===== src/rtl/fb_port_arbiter.sv =====
// Single-port framebuffer arbiter: scanout reads always win, a clear engine and a
// pixel writer share the leftover cycles (optionally only during vertical blanking).
module fb_port_arbiter #(
   parameter int          DEPTH     = 76800,
   parameter int          ADDR_W    = 17,
   parameter int          DATA_W    = 4,
   parameter int          CLEAR_VAL = 0,
   parameter bit          TEAR_FREE = 1'b0
) (
   input  logic              clk,
   input  logic              reset,
   input  logic              vid_en,
   input  logic [ADDR_W-1:0] vid_addr,
   input  logic              vblank,
   output logic [DATA_W-1:0] vid_rdata,
   output logic              vid_rvalid,
   input  logic              wr_valid,
   output logic              wr_ready,
   input  logic [ADDR_W-1:0] wr_addr,
   input  logic [DATA_W-1:0] wr_data,
   input  logic              clr_start,
   output logic              clr_busy,
   output logic              clr_done,
   output logic              ram_en,
   output logic              ram_we,
   output logic [ADDR_W-1:0] ram_addr,
   output logic [DATA_W-1:0] ram_wdata,
   input  logic [DATA_W-1:0] ram_rdata,
   output logic [15:0]       stall_cnt
);

   typedef enum logic [1:0] {ST_IDLE, ST_CLEAR, ST_DONE} state_t;

   localparam logic [ADDR_W-1:0] LAST_ADDR = ADDR_W'(DEPTH - 1);

   state_t            state_q, state_d;
   logic [ADDR_W-1:0] clr_addr_q, clr_addr_d;
   logic              vid_rvalid_q, vid_rvalid_d;
   logic [15:0]       stall_cnt_q, stall_cnt_d;
   logic              win;
   logic              wr_in_range;
   logic              clr_grant;

   assign win         = TEAR_FREE ? vblank : 1'b1;
   // Widened compare so DEPTH == 2**ADDR_W still works.
   assign wr_in_range = (32'(wr_addr) < 32'(DEPTH));

   always_comb begin
      ram_en    = 1'b0;
      ram_we    = 1'b0;
      ram_addr  = vid_addr;
      ram_wdata = wr_data;
      wr_ready  = 1'b0;
      clr_grant = 1'b0;
      if (!reset) begin
         wr_ready = !vid_en && win && (state_q == ST_IDLE);
         if (vid_en) begin
            ram_en = 1'b1;
         end else if ((state_q == ST_CLEAR) && win) begin
            ram_en    = 1'b1;
            ram_we    = 1'b1;
            ram_addr  = clr_addr_q;
            ram_wdata = DATA_W'(CLEAR_VAL);
            clr_grant = 1'b1;
         end else if ((state_q == ST_IDLE) && win && wr_valid) begin
            // Out-of-range writes are handshaken but never reach the RAM.
            ram_en   = wr_in_range;
            ram_we   = wr_in_range;
            ram_addr = wr_addr;
         end
      end
   end

   always_comb begin
      state_d      = state_q;
      clr_addr_d   = clr_addr_q;
      vid_rvalid_d = vid_en;
      stall_cnt_d  = stall_cnt_q;
      case (state_q)
         ST_IDLE: begin
            if (clr_start) begin
               state_d    = ST_CLEAR;
               clr_addr_d = '0;
            end
         end
         ST_CLEAR: begin
            if (clr_grant) begin
               if (clr_addr_q == LAST_ADDR) begin
                  state_d = ST_DONE;
               end else begin
                  clr_addr_d = clr_addr_q + ADDR_W'(1);
               end
            end
         end
         ST_DONE: state_d = ST_IDLE;
         default: state_d = ST_IDLE;
      endcase
      if (wr_valid && !wr_ready && (stall_cnt_q != 16'hFFFF)) begin
         stall_cnt_d = stall_cnt_q + 16'd1;
      end
   end

   always_ff @(posedge clk) begin
      if (reset) begin
         state_q      <= ST_IDLE;
         clr_addr_q   <= '0;
         vid_rvalid_q <= 1'b0;
         stall_cnt_q  <= 16'd0;
      end else begin
         state_q      <= state_d;
         clr_addr_q   <= clr_addr_d;
         vid_rvalid_q <= vid_rvalid_d;
         stall_cnt_q  <= stall_cnt_d;
      end
   end

   assign vid_rdata  = ram_rdata;
   assign vid_rvalid = vid_rvalid_q;
   assign clr_busy   = (state_q != ST_IDLE);
   assign clr_done   = (state_q == ST_DONE);
   assign stall_cnt  = stall_cnt_q;

endmodule


===== config.mk =====
export PLATFORM = sky130hd
export DESIGN_NAME = fb_port_arbiter
export DESIGN_NICKNAME = d
export VERILOG_FILES = /design/src/rtl/fb_port_arbiter.sv
export SDC_FILE = /design/constraint.sdc
export NUM_CORES = 1
export LEC_CHECK = 0
export CORE_ASPECT_RATIO = 0.9
export CORE_MARGIN = 3
export CORE_UTILIZATION = 55
export CTS_CLUSTER_DIAMETER = 150
export DETAILED_ROUTE_END_ITERATION = 10
export DONT_BUFFER_PORTS = 1
export PLACE_DENSITY = 0.7
export SYNTH_ARGS = -nofsm -noshare
export SYNTH_HDL_FRONTEND = slang
export SYNTH_SLANG_ARGS = --single-unit

===== constraint.sdc =====
create_clock -name clk -period 4.7 [get_ports clk]
set_clock_uncertainty 0.2 [all_clocks]
set_input_delay 0.94 -clock clk [delete_from_list [all_inputs] [get_ports clk]]
set_output_delay 0.94 -clock clk [all_outputs]
set_load 0.01 [all_outputs]

# ---- After elaboration in Yosys (flattened, before gate mapping)
# Cells that the tools add are included.
dict set report totals {
  elab_cells 51
  in_bits 48
  output_inout_bits 47
  register_bits 36
}
dict set report classes {
  n_reduce_logical 11
  magnitude_cmp 1
  add_sub_neg 2
  eq_ne 8
  muxes 25
}
# cell n
set ops {}
lappend ops {{2-to-1 mux 17 bit} 7}
lappend ops {{case mux 17 bit (2 select lines)} 1}
lappend ops {{adder 17 x 1 -> 17 bit, second input constant} 1}
lappend ops {{== test 17 bit, second input constant} 1}
lappend ops {{less-than comparator 17 bit, second input constant} 1}
lappend ops {{adder 16 x 1 -> 16 bit, second input constant} 1}
lappend ops {{inequality test 16 bit, second input constant} 1}
lappend ops {{2-to-1 mux 4 bit} 3}
lappend ops {{2-to-1 mux 1 bit} 10}
lappend ops {{2-to-1 mux 2 bit} 3}
lappend ops {{inequality test 2 bit, second input constant} 3}
lappend ops {{logical AND 1 bit} 4}
lappend ops {{case mux 2 bit (2 select lines)} 1}
lappend ops {{AND reduction 4 bit} 1}
lappend ops {{nonzero test 2 bit} 2}
lappend ops {{AND reduction 3 bit} 1}
lappend ops {{== test 2 x 1 -> 1 bit, second input constant} 1}
lappend ops {{== test 2 bit, second input constant} 1}
lappend ops {{zero test 1 bit} 2}
lappend ops {{zero test 2 bit} 1}
lappend ops {{inequality test 2 x 1 -> 1 bit, second input constant} 1}

# ---- Logic depth before layout (Yosys ltp)
dict set report depth {
  word_depth 6
  ltp_mapped 7
  mapped_depth_nobuf 6
}

# ---- Worst setup path before layout
# Ideal clock, no wire load.
dict set report synth_path {
  kind {input to output}
  startpoint {input vid_en}
  endpoint {output ram_addr[10]}
  arrival_ps 2074
  cell_stages 6
  path_slack_ps 1486
  cell_sequence {buf_2 -> nor2_4 -> a21boi_2 -> buf_2 -> nor2_1 -> a21oi_1}
}
dict set report synth_via {
  elab_chain_len 2
}
# element line_no
set synth_rtl {}
lappend synth_rtl {{start, declared} 12} ;# input logic vid_en,
lappend synth_rtl {{2-to-1 mux 17 bit} 57} ;# if (vid_en) begin
lappend synth_rtl {{2-to-1 mux 17 bit} 55} ;# if (!reset) begin
lappend synth_rtl {{end, declared} 26} ;# output logic [ADDR_W-1:0] ram_addr,
# Every way passes these cells.

# ---- Final worst setup path
dict set report layout_path {
  startpoint {input vid_en}
  endpoint {output ram_addr[16]}
}
# Same word-level chain as after synthesis.

==> metrics.csv <==
metric,value,unit
status,"complete, no violations",
ys flop type,dfxtp_1,
GRT overflow,0,
final period utilization,0.745,
port bufs,0,
Vias,2207,
Syn-to-layout area delta,2.22,%
core area,0.00389,sq mm
GRT Resource Usage Total,0.237,
Synth area leaders,"dfxtp_1 (31%), nor2_1 (7.8%), a21oi_1 (6.3%), o22ai_1 (4.6%), xor2_1 (4.5%)",
number of global-route vias before repair,1954,
Final min period,3.50,ns
Slew headroom,0.443,
CTS resizes,0,
initial antenna violation count,0,
Clock Latency Late Sink,0.28,ns
TNS Setup,0,ns
Pre-antenna DRT Iters,4,
Die X,74.3,um
static leakage power,0.783,nW
WHS,0.312,ns
Yosys warning count,0,
Synth Register Bits,36,
RSZ-0062 raised after global routing,false,
Initial Utilization,0.594,
Syn Area/Cell,7.43,sq um
GPL Wtd Cong,0.847,
"Req. time, crit path",3.56,ns
CTS Sinks,36,
element type at the critical path end,output pin,
CTS H-tree depth,2,
Worst Path Arrival,2.36,ns
pre-CTS WS,1.18,ns
"EDFF count, synth",0,
Yosys top cell area share,0.312,
Post-Syn Area,0.00231,sq mm
pin count of the biggest net entering global routing,44,
worst-margin pin slew,0.833,ns
clock root buffer master,clkbuf_8,
Startpoint Class,input pin,
maxcap violations,0,
# IOs,95,
Routed Wire Length,5740,um
Placed Instances,336,
fillcell total,378,
most frequent cells in the layout,"nor2_1 (48), dfxtp_1 (36), a21oi_1 (29)",
"Setup Fix Bufs, Post-CTS",0,
worst setup margin,1.20,ns
"most common cell after layout, fill and taps aside",nor2_1,
Synth Instances,311,
maximum VDD drop,0.186,mV
global-route wire length before repair,9250,um
Post-CTS Hold Fix Bufs,0,
Wirelength per Cell,16.7,um
Max Fclk,0.286,GHz
Yosys top cell by area,dfxtp_1,
share of layout cells above drive strength 1,0.0671,
Crit Path Class,input pin to output pin,
max-slew violation count,0,
"Async S/R FF share, synth",0,
CP Max Fanout,19,
clock-pin slew on the worst setup and hold paths,0.07,ns
ANT nets after route,0,
TritonCTS clock tree,built,
Detail Placement HPWL,4110,um
DRC viols,0,
syn_nets,361,
Pwr Density,280,mW/mm^2
die area,0.00502,sq mm
NumNets Final,347,
buffer depth of the longest clock path,2,
DR iter-0 viols,109,
Final Non-Filler Cells,344,
vias per std cell,6.42,
HP Class,register to register,
cts bufs inserted,5,
final hold viol count,0,
sequential-to-total area share from yosys stat,0.312,
Die Ht,67.5,um
final setup fails,0,
antenna cell count,0,
Core Rows,21,
post-synth cell types,49,
-- area by class of cell --
cell class                 count  area [sq um]  area share
clock buffer                   6          72.6      0.0307
tap                           46          57.6      0.0244
inverter                       6          22.5     0.00953
clock inverter                 2          35.0      0.0148
multi-input combinational    246          1440       0.609
sequential                    36           721       0.305
timing repair buffer           2          15.0     0.00636
-- synth_stat cells (all sizes together) (4+ instances only) --
master,instances
a31oi,5
clkbuf,10
a21oi,29
nor4,6
a311oi,4
inv,6
xor2,12
nand2,24
nor2,49
mux2i,4
nor3,11
nor2b,9
o22ai,17
nand4,5
o21ai,15
nand2b,4
buf,13
nand3,18
dfxtp,36
and3,7
-- worst max-delay path: stages --
cell,delay (ns)
nor2_4,0.36
a21boi_2,0.66
nor2_1,0.13
a21oi_1,0.27
-- final timing paths --
kind	end	start	depth (start not counted)	slack [ns]
worst max-delay path	ram_addr[16]	vid_en	4	1.20
worst min-delay path	clr_addr_q[1]	clr_addr_q[1]	2	0.31
worst max register to register	clr_addr_q[11]	state_q[0]	5	1.81
worst min register to register	clr_addr_q[1]	clr_addr_q[1]	2	0.31
-- sequential cells by signal, indices dropped and copies added (netlist names) --
signal and flops:
vid_rvalid 1, stall_cnt 16, state_q 2, clr_addr_q 17
-- routing by layer --
metal  track usage  share of wire
met1         0.329           0.47
met2         0.366           0.45
met3        0.0595          0.069
met4        0.0600         0.0077
met5             0              0
-- kinds of logic (layout without fill, tap and decap cells) --
family                   Yosys count  after routing  synth area share
AND/OR/NAND/NOR                  142            142             0.315
AO/OA/AOI/OAI                     85             85             0.230
flip-flops                        36             36             0.312
buffers and inverters             29             16            0.0655
XOR/XNOR                          13             13            0.0493
multiplexers                       4              4            0.0173
adder cells (fa/ha/maj)            2              2            0.0108
-- per-stage QoR --
step | cell area [sq um] | total power [mW] | util
after floorplan | 2310 | 0.399 | -
after CTS | 2360 | 0.668 | 0.607
after global placement | 2250 | 0.400 | 0.580
after detailed placement | 2250 | 0.401 | 0.580
after global routing | 2360 | 0.691 | 0.607
final | 2360 | 0.661 | 0.607
-- where the power goes --
part	total, mW	internal, mW	switching (mW)	leakage (nW)
clock	0.267	0.157	0.109	0.0552
sequential	0.315	0.308	0.00649	0.291
combinational	0.0789	0.0269	0.0521	0.436
No activity file was read; power rests on OpenSTA's default activity.
